[src/rtl/cu_mmio_return_responder_pkg.sv]
// Shared types, register map and helpers for the CU-Control MMIO responder.
// Register word addresses are the historical byte offsets shifted down by two.
package cu_mmio_return_responder_pkg;

  typedef logic [0:63] mmio_word_t;

  typedef enum logic [1:0] {
    ST_IDLE,
    ST_DECODE,
    ST_RESP
  } state_t;

  localparam int NUM_MB  = 3;
  localparam int MB_RET  = 0;
  localparam int MB_DONE = 1;
  localparam int MB_ERR  = 2;

  function automatic logic [0:23] word_addr(input logic [25:0] byte_off);
    return byte_off[25:2];
  endfunction

  localparam logic [0:23] CU_CONFIGURE_ADDR       = word_addr(26'h3FFFFE8);
  localparam logic [0:23] CU_CONFIGURE_2_ADDR     = word_addr(26'h3FFFF28);
  localparam logic [0:23] CU_STATUS_ADDR          = word_addr(26'h3FFFFE0);
  localparam logic [0:23] CU_RETURN_ADDR          = word_addr(26'h3FFFFD8);
  localparam logic [0:23] CU_RETURN_ACK_ADDR      = word_addr(26'h3FFFFD0);
  localparam logic [0:23] CU_RETURN_DONE_ADDR     = word_addr(26'h3FFFFC8);
  localparam logic [0:23] CU_RETURN_DONE_ACK_ADDR = word_addr(26'h3FFFFC0);
  localparam logic [0:23] ERROR_REG_ADDR          = word_addr(26'h3FFFFB8);
  localparam logic [0:23] ERROR_REG_ACK_ADDR      = word_addr(26'h3FFFFB0);

  // Indexed by MB_RET / MB_DONE / MB_ERR
  localparam logic [0:23] MB_DATA_ADDR [NUM_MB] =
    '{CU_RETURN_ADDR, CU_RETURN_DONE_ADDR, ERROR_REG_ADDR};
  localparam logic [0:23] MB_ACK_ADDR [NUM_MB] =
    '{CU_RETURN_ACK_ADDR, CU_RETURN_DONE_ACK_ADDR, ERROR_REG_ACK_ADDR};

  // The low address bit only picks a 32-bit half, so it is excluded from decode.
  function automatic logic addr_hit(input logic [0:23] addr, input logic [0:23] reg_addr);
    return addr[0:22] == reg_addr[0:22];
  endfunction

  function automatic mmio_word_t merge_write(input mmio_word_t old_word, input mmio_word_t wr_data,
                                             input logic dw, input logic low_half);
    mmio_word_t result;
    result = old_word;
    if (dw)
      result = wr_data;
    else if (low_half)
      result[32:63] = wr_data[32:63];
    else
      result[0:31] = wr_data[0:31];
    return result;
  endfunction

endpackage

[src/rtl/cu_mmio_mailbox.sv]
// Single-entry mailbox: captures one pushed word, holds it for host reads,
// and empties when the host acknowledges it.
module cu_mmio_mailbox
  import cu_mmio_return_responder_pkg::*;
(
  input  logic       clock,
  input  logic       rstn,
  input  logic       push_valid,
  output logic       push_ready,
  input  mmio_word_t push_data,
  input  logic       clear,
  output mmio_word_t rd_data
);

  logic       full_reg;
  logic       live_reg;
  mmio_word_t data_reg;

  // live_reg keeps ready low throughout reset and for the edge that ends it
  assign push_ready = live_reg & ~full_reg;
  assign rd_data    = data_reg;

  always_ff @(posedge clock or negedge rstn) begin
    if (!rstn) begin
      live_reg <= 1'b0;
      full_reg <= 1'b0;
      data_reg <= '0;
    end else begin
      live_reg <= 1'b1;
      if (push_valid && push_ready) begin
        full_reg <= 1'b1;
        data_reg <= push_data;
      end else if (clear) begin
        full_reg <= 1'b0;
        data_reg <= '0;
      end
    end
  end

endmodule

[src/rtl/cu_mmio_return_responder.sv]
// Host-facing MMIO responder for the CU-Control window: config registers,
// live status and three acknowledge-cleared return mailboxes.
module cu_mmio_return_responder
  import cu_mmio_return_responder_pkg::*;
#(
  parameter int ADDR_BITS  = 24,
  parameter int DATA_BITS  = 64,
  parameter bit PARITY_ODD = 1'b1
) (
  input  logic                 clock,
  input  logic                 rstn,
  input  logic                 mmio_req_valid,
  input  logic                 mmio_req_rnw,
  input  logic                 mmio_req_dw,
  input  logic [0:ADDR_BITS-1] mmio_req_addr,
  input  logic [0:DATA_BITS-1] mmio_req_data,
  output logic                 mmio_ack,
  output logic [0:DATA_BITS-1] mmio_rsp_data,
  output logic                 mmio_rsp_parity,
  output logic [0:DATA_BITS-1] cu_configure,
  output logic [0:DATA_BITS-1] cu_configure_2,
  input  logic [0:DATA_BITS-1] cu_status_in,
  input  logic                 ret_valid,
  output logic                 ret_ready,
  input  logic [0:DATA_BITS-1] ret_data,
  input  logic                 done_valid,
  output logic                 done_ready,
  input  logic [0:DATA_BITS-1] done_data,
  input  logic                 err_valid,
  output logic                 err_ready,
  input  logic [0:DATA_BITS-1] err_data
);

  state_t               state_reg, state_next;
  logic                 req_rnw_reg, req_dw_reg;
  logic [0:ADDR_BITS-1] req_addr_reg;
  mmio_word_t           req_data_reg;
  mmio_word_t           cfg_reg, cfg_next, cfg2_reg, cfg2_next;
  mmio_word_t           rsp_data_reg, rsp_data_next;
  logic                 parity_reg, parity_next;
  mmio_word_t           rd_word;
  logic [0:31]          rd_half;

  logic [NUM_MB-1:0]    mb_valid, mb_ready, mb_clear, mb_rd_hit;
  mmio_word_t           mb_push_data [NUM_MB];
  mmio_word_t           mb_rd_data   [NUM_MB];

  assign mb_valid             = {err_valid, done_valid, ret_valid};
  assign mb_push_data[MB_RET]  = ret_data;
  assign mb_push_data[MB_DONE] = done_data;
  assign mb_push_data[MB_ERR]  = err_data;
  assign ret_ready            = mb_ready[MB_RET];
  assign done_ready           = mb_ready[MB_DONE];
  assign err_ready            = mb_ready[MB_ERR];

  generate
    for (genvar gi = 0; gi < NUM_MB; gi++) begin : g_mailbox
      assign mb_rd_hit[gi] = addr_hit(req_addr_reg, MB_DATA_ADDR[gi]);
      assign mb_clear[gi]  = (state_reg == ST_DECODE) && !req_rnw_reg &&
                             addr_hit(req_addr_reg, MB_ACK_ADDR[gi]);

      cu_mmio_mailbox u_mailbox (
        .clock      (clock),
        .rstn       (rstn),
        .push_valid (mb_valid[gi]),
        .push_ready (mb_ready[gi]),
        .push_data  (mb_push_data[gi]),
        .clear      (mb_clear[gi]),
        .rd_data    (mb_rd_data[gi])
      );
    end
  endgenerate

  always_comb begin
    rd_word = '0;
    if (addr_hit(req_addr_reg, CU_CONFIGURE_ADDR))
      rd_word = cfg_reg;
    else if (addr_hit(req_addr_reg, CU_CONFIGURE_2_ADDR))
      rd_word = cfg2_reg;
    else if (addr_hit(req_addr_reg, CU_STATUS_ADDR))
      rd_word = cu_status_in;
    for (int i = 0; i < NUM_MB; i++)
      if (mb_rd_hit[i])
        rd_word = mb_rd_data[i];
    rd_half = req_addr_reg[ADDR_BITS-1] ? rd_word[32:63] : rd_word[0:31];
  end

  always_comb begin
    state_next    = state_reg;
    cfg_next      = cfg_reg;
    cfg2_next     = cfg2_reg;
    rsp_data_next = rsp_data_reg;
    parity_next   = parity_reg;
    case (state_reg)
      ST_IDLE:
        if (mmio_req_valid)
          state_next = ST_DECODE;
      ST_DECODE: begin
        state_next = ST_RESP;
        if (req_rnw_reg) begin
          rsp_data_next = req_dw_reg ? rd_word : {rd_half, rd_half};
          parity_next   = PARITY_ODD ? ~^rsp_data_next : ^rsp_data_next;
        end else if (addr_hit(req_addr_reg, CU_CONFIGURE_ADDR)) begin
          cfg_next = merge_write(cfg_reg, req_data_reg, req_dw_reg, req_addr_reg[ADDR_BITS-1]);
        end else if (addr_hit(req_addr_reg, CU_CONFIGURE_2_ADDR)) begin
          cfg2_next = merge_write(cfg2_reg, req_data_reg, req_dw_reg, req_addr_reg[ADDR_BITS-1]);
        end
      end
      ST_RESP:
        state_next = ST_IDLE;
      default:
        state_next = ST_IDLE;
    endcase
  end

  always_ff @(posedge clock or negedge rstn) begin
    if (!rstn) begin
      state_reg    <= ST_IDLE;
      req_rnw_reg  <= 1'b0;
      req_dw_reg   <= 1'b0;
      req_addr_reg <= '0;
      req_data_reg <= '0;
      cfg_reg      <= '0;
      cfg2_reg     <= '0;
      rsp_data_reg <= '0;
      parity_reg   <= 1'b0;
    end else begin
      state_reg    <= state_next;
      cfg_reg      <= cfg_next;
      cfg2_reg     <= cfg2_next;
      rsp_data_reg <= rsp_data_next;
      parity_reg   <= parity_next;
      // Requests arriving outside IDLE are dropped, so only latch here
      if (state_reg == ST_IDLE && mmio_req_valid) begin
        req_rnw_reg  <= mmio_req_rnw;
        req_dw_reg   <= mmio_req_dw;
        req_addr_reg <= mmio_req_addr;
        req_data_reg <= mmio_req_data;
      end
    end
  end

  assign mmio_ack        = (state_reg == ST_RESP);
  assign mmio_rsp_data   = rsp_data_reg;
  assign mmio_rsp_parity = parity_reg;
  assign cu_configure    = cfg_reg;
  assign cu_configure_2  = cfg2_reg;

endmodule

[config.mk]
export PLATFORM = sky130hd
export DESIGN_NAME = cu_mmio_return_responder
export DESIGN_NICKNAME = d
export VERILOG_FILES = /design/src/rtl/cu_mmio_return_responder_pkg.sv /design/src/rtl/cu_mmio_mailbox.sv /design/src/rtl/cu_mmio_return_responder.sv
export SDC_FILE = /design/constraint.sdc
export NUM_CORES = 1
export LEC_CHECK = 0
export BUFFER_PORTS_ARGS = -buffer_cell sky130_fd_sc_hd__buf_2
export CAP_MARGIN = 20
export CORE_MARGIN = 4
export CORE_UTILIZATION = 50
export CTS_BUF_LIST = sky130_fd_sc_hd__clkbuf_8
export DETAILED_ROUTE_END_ITERATION = 10
export GPL_TIMING_DRIVEN = 0
export PLACE_DENSITY = 0.78
export SLEW_MARGIN = 0
export SYNTH_ARGS = -nofsm -noshare
export SYNTH_HDL_FRONTEND = slang
export SYNTH_SLANG_ARGS = --single-unit
export TNS_END_PERCENT = 5
[constraint.sdc]
create_clock -name clock -period 8 [get_ports clock]
set_input_delay 0.8 -clock clock [delete_from_list [all_inputs] [get_ports clock]]
set_output_delay 0.8 -clock clock [all_outputs]
set_load 0.02 [all_outputs]
Word level (Yosys, flattened, before mapping):

Cells that the tools add are included.

* bits in registers: 481
* output and inout bits: 197

* equality and inequality tests: 13
* muxes and demuxes: 25
* bitwise operators: 8
* reduce and logical (&&, ||, !) cells: 20

Operators with widths (count)
* 64-bit 2-to-1 mux: 14
* 23-bit equality test (second input constant): 9
* 32-bit 2-to-1 mux: 3
* 64-bit XNOR reduction: 1
* 5-bit AND reduction: 2
* 1-bit logical AND: 8
* 4-bit AND reduction: 2
* 2-bit nonzero test: 4
* 1-bit 2-to-1 mux: 6
* 1-bit NOT: 5
* 2-bit inequality test (second input constant): 2
* 2-bit case mux with 2 select lines: 1
* 1-bit AND: 3
* 2-bit by 1-bit equality test with 1-bit output (second input constant): 1
* 2-bit equality test (second input constant): 1
* 2-bit logical NOT: 1
* 2-bit 2-to-1 mux: 1
* 2-bit AND reduction: 1
* 1-bit logical NOT: 1

Depth between registers and ports, before layout:

* word-level depth: 10
* mapped depth: 17
* mapped depth without buffers: 12

Modules after synthesis:

Synthesis repeated with hierarchy kept, for this count alone.

* cells, all modules: 2073
* area, all modules: 24619.9 um2

By module, submodules not included
* cu_mmio_return_responder: instances 1, cells an instance 1434, area each 15273.4 um2, seq. area each 7131.8 um2
* cu_mmio_mailbox: instances 3, cells an instance 213, area each 3115.5 um2, seq. area each 1651.6 um2

Worst setup path before layout:

Ideal clock, no wire load.

* path type: flip-flop to flip-flop
* from: register req_addr_reg[21] (netlist bit)
* to: register parity_reg, in the netlist mmio_rsp_parity
* library setup time: 125 ps
* data arrival time: 3860 ps
* required time: 7875 ps
* slack: 4015 ps
* cell stages (with the launch flop): 15
* clock period less this slack: 3985 ps
* cell sequence: dfrtp_1 > nand3b_2 > or4_4 > nor2_2 > buf_4 > buf_4 > a221oi_1 > a221o_1 > xnor2_1 > nor2_1 > nor4_2 > xnor3_1 > xnor3_1 > xnor3_1 > mux2_2

* longest elaborated chain between the ends: 10
* elaborated cells between the ends (all ways): 15
* classes of those cells: eq/ne: 6; mux: 8; reduce/logical: 1

Ends and longest elaborated chain
* start: declaration: line cu_mmio_return_responder.sv:36 `logic [0:ADDR_BITS-1] req_addr_reg;`
* start signal: assignment: line cu_mmio_return_responder.sv:137 `req_addr_reg <= mmio_req_addr;`
* 23-bit equality test: line cu_mmio_return_responder_pkg.sv:40 `return addr[0:22] == reg_addr[0:22];`
* 64-bit 2-to-1 mux: line cu_mmio_return_responder.sv:80 `else if (addr_hit(req_addr_reg, CU_STATUS_ADDR))`
* 64-bit 2-to-1 mux: line cu_mmio_return_responder.sv:78 `else if (addr_hit(req_addr_reg, CU_CONFIGURE_2_ADDR))`
* 64-bit 2-to-1 mux: line cu_mmio_return_responder.sv:76 `if (addr_hit(req_addr_reg, CU_CONFIGURE_ADDR))`
* 64-bit 2-to-1 mux (2 in series): line cu_mmio_return_responder.sv:83 `if (mb_rd_hit[i])`
* 64-bit 2-to-1 mux (*): line cu_mmio_return_responder.sv:83
* 32-bit 2-to-1 mux: line cu_mmio_return_responder.sv:85 `rd_half = req_addr_reg[ADDR_BITS-1] ? rd_word[32:63] : rd_word[0:31];`
* 64-bit 2-to-1 mux (*): line cu_mmio_return_responder.sv:101 `rsp_data_next = req_dw_reg ? rd_word : {rd_half, rd_half};`
* 64-bit XNOR reduction (*): line cu_mmio_return_responder.sv:102 `parity_next = PARITY_ODD ? ~^rsp_data_next : ^rsp_data_next;`
* end signal: assignment: line cu_mmio_return_responder.sv:132 `parity_reg <= parity_next;`
* end: declaration: line cu_mmio_return_responder.sv:40 `logic parity_reg, parity_next;`

Every way passes the cells marked *; elsewhere a longest branch is shown, timed or not.
A chain may end at the register's enable or synchronous reset.

Final worst setup path:

* from: register req_addr_reg[22] (netlist bit)
* to: register parity_reg, in the netlist mmio_rsp_parity

Same word-level chain as after synthesis.

==> impl_metrics.json <==
{
  "ys_types": 79,
  "drive_gt1_share_pct": 34.3,
  "gr-usage-all-layers_pct": 42.7,
  "endpoint_kind": "flop",
  "worstReg2RegStart": "req_addr_reg[22]",
  "path_max_fanout": 10,
  "overflow": 0,
  "insertion_delay_ns": 0.69,
  "coreArea_um2": 45400,
  "hold_violations": 0,
  "hpwlAfterDp_um": 84200,
  "ys_warn_count": 0,
  "post_cts_buffers": 0,
  "dr_total_vias": 22022,
  "clock_sinks": 481,
  "grt_pass1_vias": 21780,
  "power.leakage_nw": 14.1,
  "cts_max_path_buffers": 3,
  "placed_cell_area_um2": 26600,
  "max_slew.worst_pin.slew_ns": 1.18,
  "die_y_um": 222,
  "p_per_area_nw_per_um2": 231,
  "r2r_slack_ns": 1.81,
  "hold_path_class": "input port to asynchronous set/reset pin",
  "yosysSeqAreaShare_pct": 52.4,
  "synth-main-ff-cell": "dfrtp_1",
  "initialDrtViolationCount": 3009,
  "synthCells": 2095,
  "synth_area_leader_cell": "dfrtp_1",
  "nets": 3086,
  "wl_um": 109000,
  "slew_viol_final": 0,
  "largest_reg_flops": 192,
  "rsz0062_at_grt": "false",
  "gp_congestion": 1.03,
  "max_freq_mhz": 162,
  "drt_pass1_iterations": 7,
  "syn_area_per_cell_um2": 11.0,
  "ys_top_cells_by_area": "dfrtp_1 52%, mux2_2 11%, a22o_1 5.1%",
  "vias_per_cell": 6.47,
  "synth_common_cells": "481 x dfrtp_1, 298 x nand2_1, 220 x mux2_2",
  "path_class": "flop to flop",
  "fillers": 3683,
  "start_util_pct": 50.6,
  "htreeDepth": 3,
  "syn_nets": 2447,
  "netlist.area_leader.share_pct": 52.4,
  "syn_to_final_growth_pct": 23.3,
  "numCtsBuffers": 81,
  "die_area_um2": 49400,
  "cts_tree": "yes",
  "maxSlewHeadroom_pct": 21.2,
  "startpoint_type": "flop",
  "setup_tns_ns": 0,
  "hold_slack_ns": 0.0318,
  "use_met3_pct": 15.1,
  "power_w": 0.00655,
  "setup_viol_count_final": 0,
  "regToRegEndpoint": "mmio_rsp_parity",
  "use_met1_pct": 55.4,
  "clk_pin_slew_worst_paths_ns": 0.06,
  "wire_per_inst_um": 32.1,
  "crit_arrival_ns": 6.76,
  "root_buffer": "clkbuf_8",
  "fin_skew_ns": 0.0374,
  "synthesis.area_um2": 23000,
  "ys_ff_latch": 481,
  "min_period_ns": 6.19,
  "antenna_found_initial": 22,
  "drcViolationCount": 0,
  "cts_resized": 0,
  "status": "completed",
  "r2r_cells": 16,
  "std_cell_rows": 78,
  "grt-busiest-layer": "met2",
  "synth_edf_count": 0,
  "use_met2_pct": 64.5,
  "ios": 549,
  "critical_path_required_ns": 8.58,
  "stdcell_area_um2": 28300,
  "async_flop_share_pct": 100,
  "io_buffer_count": 548,
  "grt_max_degree": 117,
  "fin_crit_sh_pct": 77.3,
  "cap_violations": 0,
  "die_x_um": 222,
  "grt_pass1_wl_um": 154000,
  "cts_hold_buf": 0,
  "ant_nets": 0,
  "peakVddDrop_uv": 194,
  "synth.most_common_cell": "dfrtp_1"
}
-- report_power, final --
part           internal [W]  switching, W  total (W)
Combinational      0.000497      0.000677    0.00117
Sequential          0.00279      0.000281    0.00307
Clock               0.00124       0.00107    0.00231
Total               0.00452       0.00203    0.00655
-- cells by family (layout without fill, tap and decap cells) --
logic type | Yosys count | count (layout) | share of synthesized area [%]
DFF | 481 | 481 | 52.4
buffers and inverters | 173 | 870 | 3.16
AOI/OAI and AO/OA | 542 | 542 | 17.2
xor gates and xnor gates | 61 | 61 | 3.14
muxes | 257 | 257 | 12.4
and+or+nand+nor | 580 | 580 | 11.7
other | 1 | 13 | 0.0163
-- routing by layer --
layer  part of all wire, %  vias up
li1                      -     8987
met1                    37    10848
met2                    44     1794
met3                    13      371
met4                   5.6       22
met5                  0.12        -
-- worst max path at each step --
stage,startpoint,end,slack [ns]
after floorplan,req_addr_reg[21],mmio_rsp_parity,4.01
after global placement,rstn,cu_configure_2[22],-3.40
after detailed placement,req_addr_reg[15],mmio_rsp_parity,2.07
after CTS,req_addr_reg[22],mmio_rsp_parity,2.06
after global routing,req_addr_reg[22],mmio_rsp_parity,1.73
final,req_addr_reg[22],mmio_rsp_parity,1.81
-- cell type report --
class	instances	area (um2)	share of cell area [%]
Clock inverter	37	244	0.861
Timing Repair Buffer	556	2900	10.2
Buffer	170	714	2.52
Sequential cell	481	12000	42.5
Antenna cell	12	30.0	0.106
Clock buffer	104	1430	5.05
Tap cell	600	751	2.65
Multi-Input combinational cell	1441	10200	36.1
Inverter	3	11.3	0.0397
-- stage by stage --
stage	cells	util [%]	setup WS, ns
2_1_floorplan	2095	-	4.01
3_3_place_gp	3243	58.3	-3.40
3_5_place_dp	3251	58.7	2.07
4_1_cts	3392	62.4	2.06
5_1_grt	3397	62.4	1.73
6_report	3404	62.4	1.81
-- critical path, cell delays in order, from the launching register on --
cell      delay [ns]
dfrtp_1         0.31
buf_2           0.20
nand4b_1        0.73
nor4_1          0.75
and2_1          0.33
buf_4           0.28
buf_4           0.30
clkbuf_1        0.60
nand2_1         0.12
o31a_1          0.23
a22oi_1         0.39
xnor2_1         0.22
xnor3_1         0.27
xor2_1          0.33
xnor3_1         0.47
xnor3_1         0.23
mux2_2          0.28
-- placed cells by master (no fill, tap or decap), types with 12 or more instances in the layout --
master	instances
o22ai_1	13
nor3_1	13
and3_1	29
xnor2_1	24
dfrtp_1	481
a222oi_1	16
clkbuf_1	120
nand4_1	18
xor2_1	23
o21ai_0	135
diode_2	12
a21oi_1	65
a22o_1	133
inv_1	22
nor2b_1	17
mux2_2	220
a221oi_1	26
a221o_1	16
a22oi_1	48
nand3_1	21
nand2_1	298
clkbuf_8	104
buf_1	18
buf_2	569
mux2i_1	37
nor2_1	118
xnor3_1	12
Power figures use the tool's default switching activity.
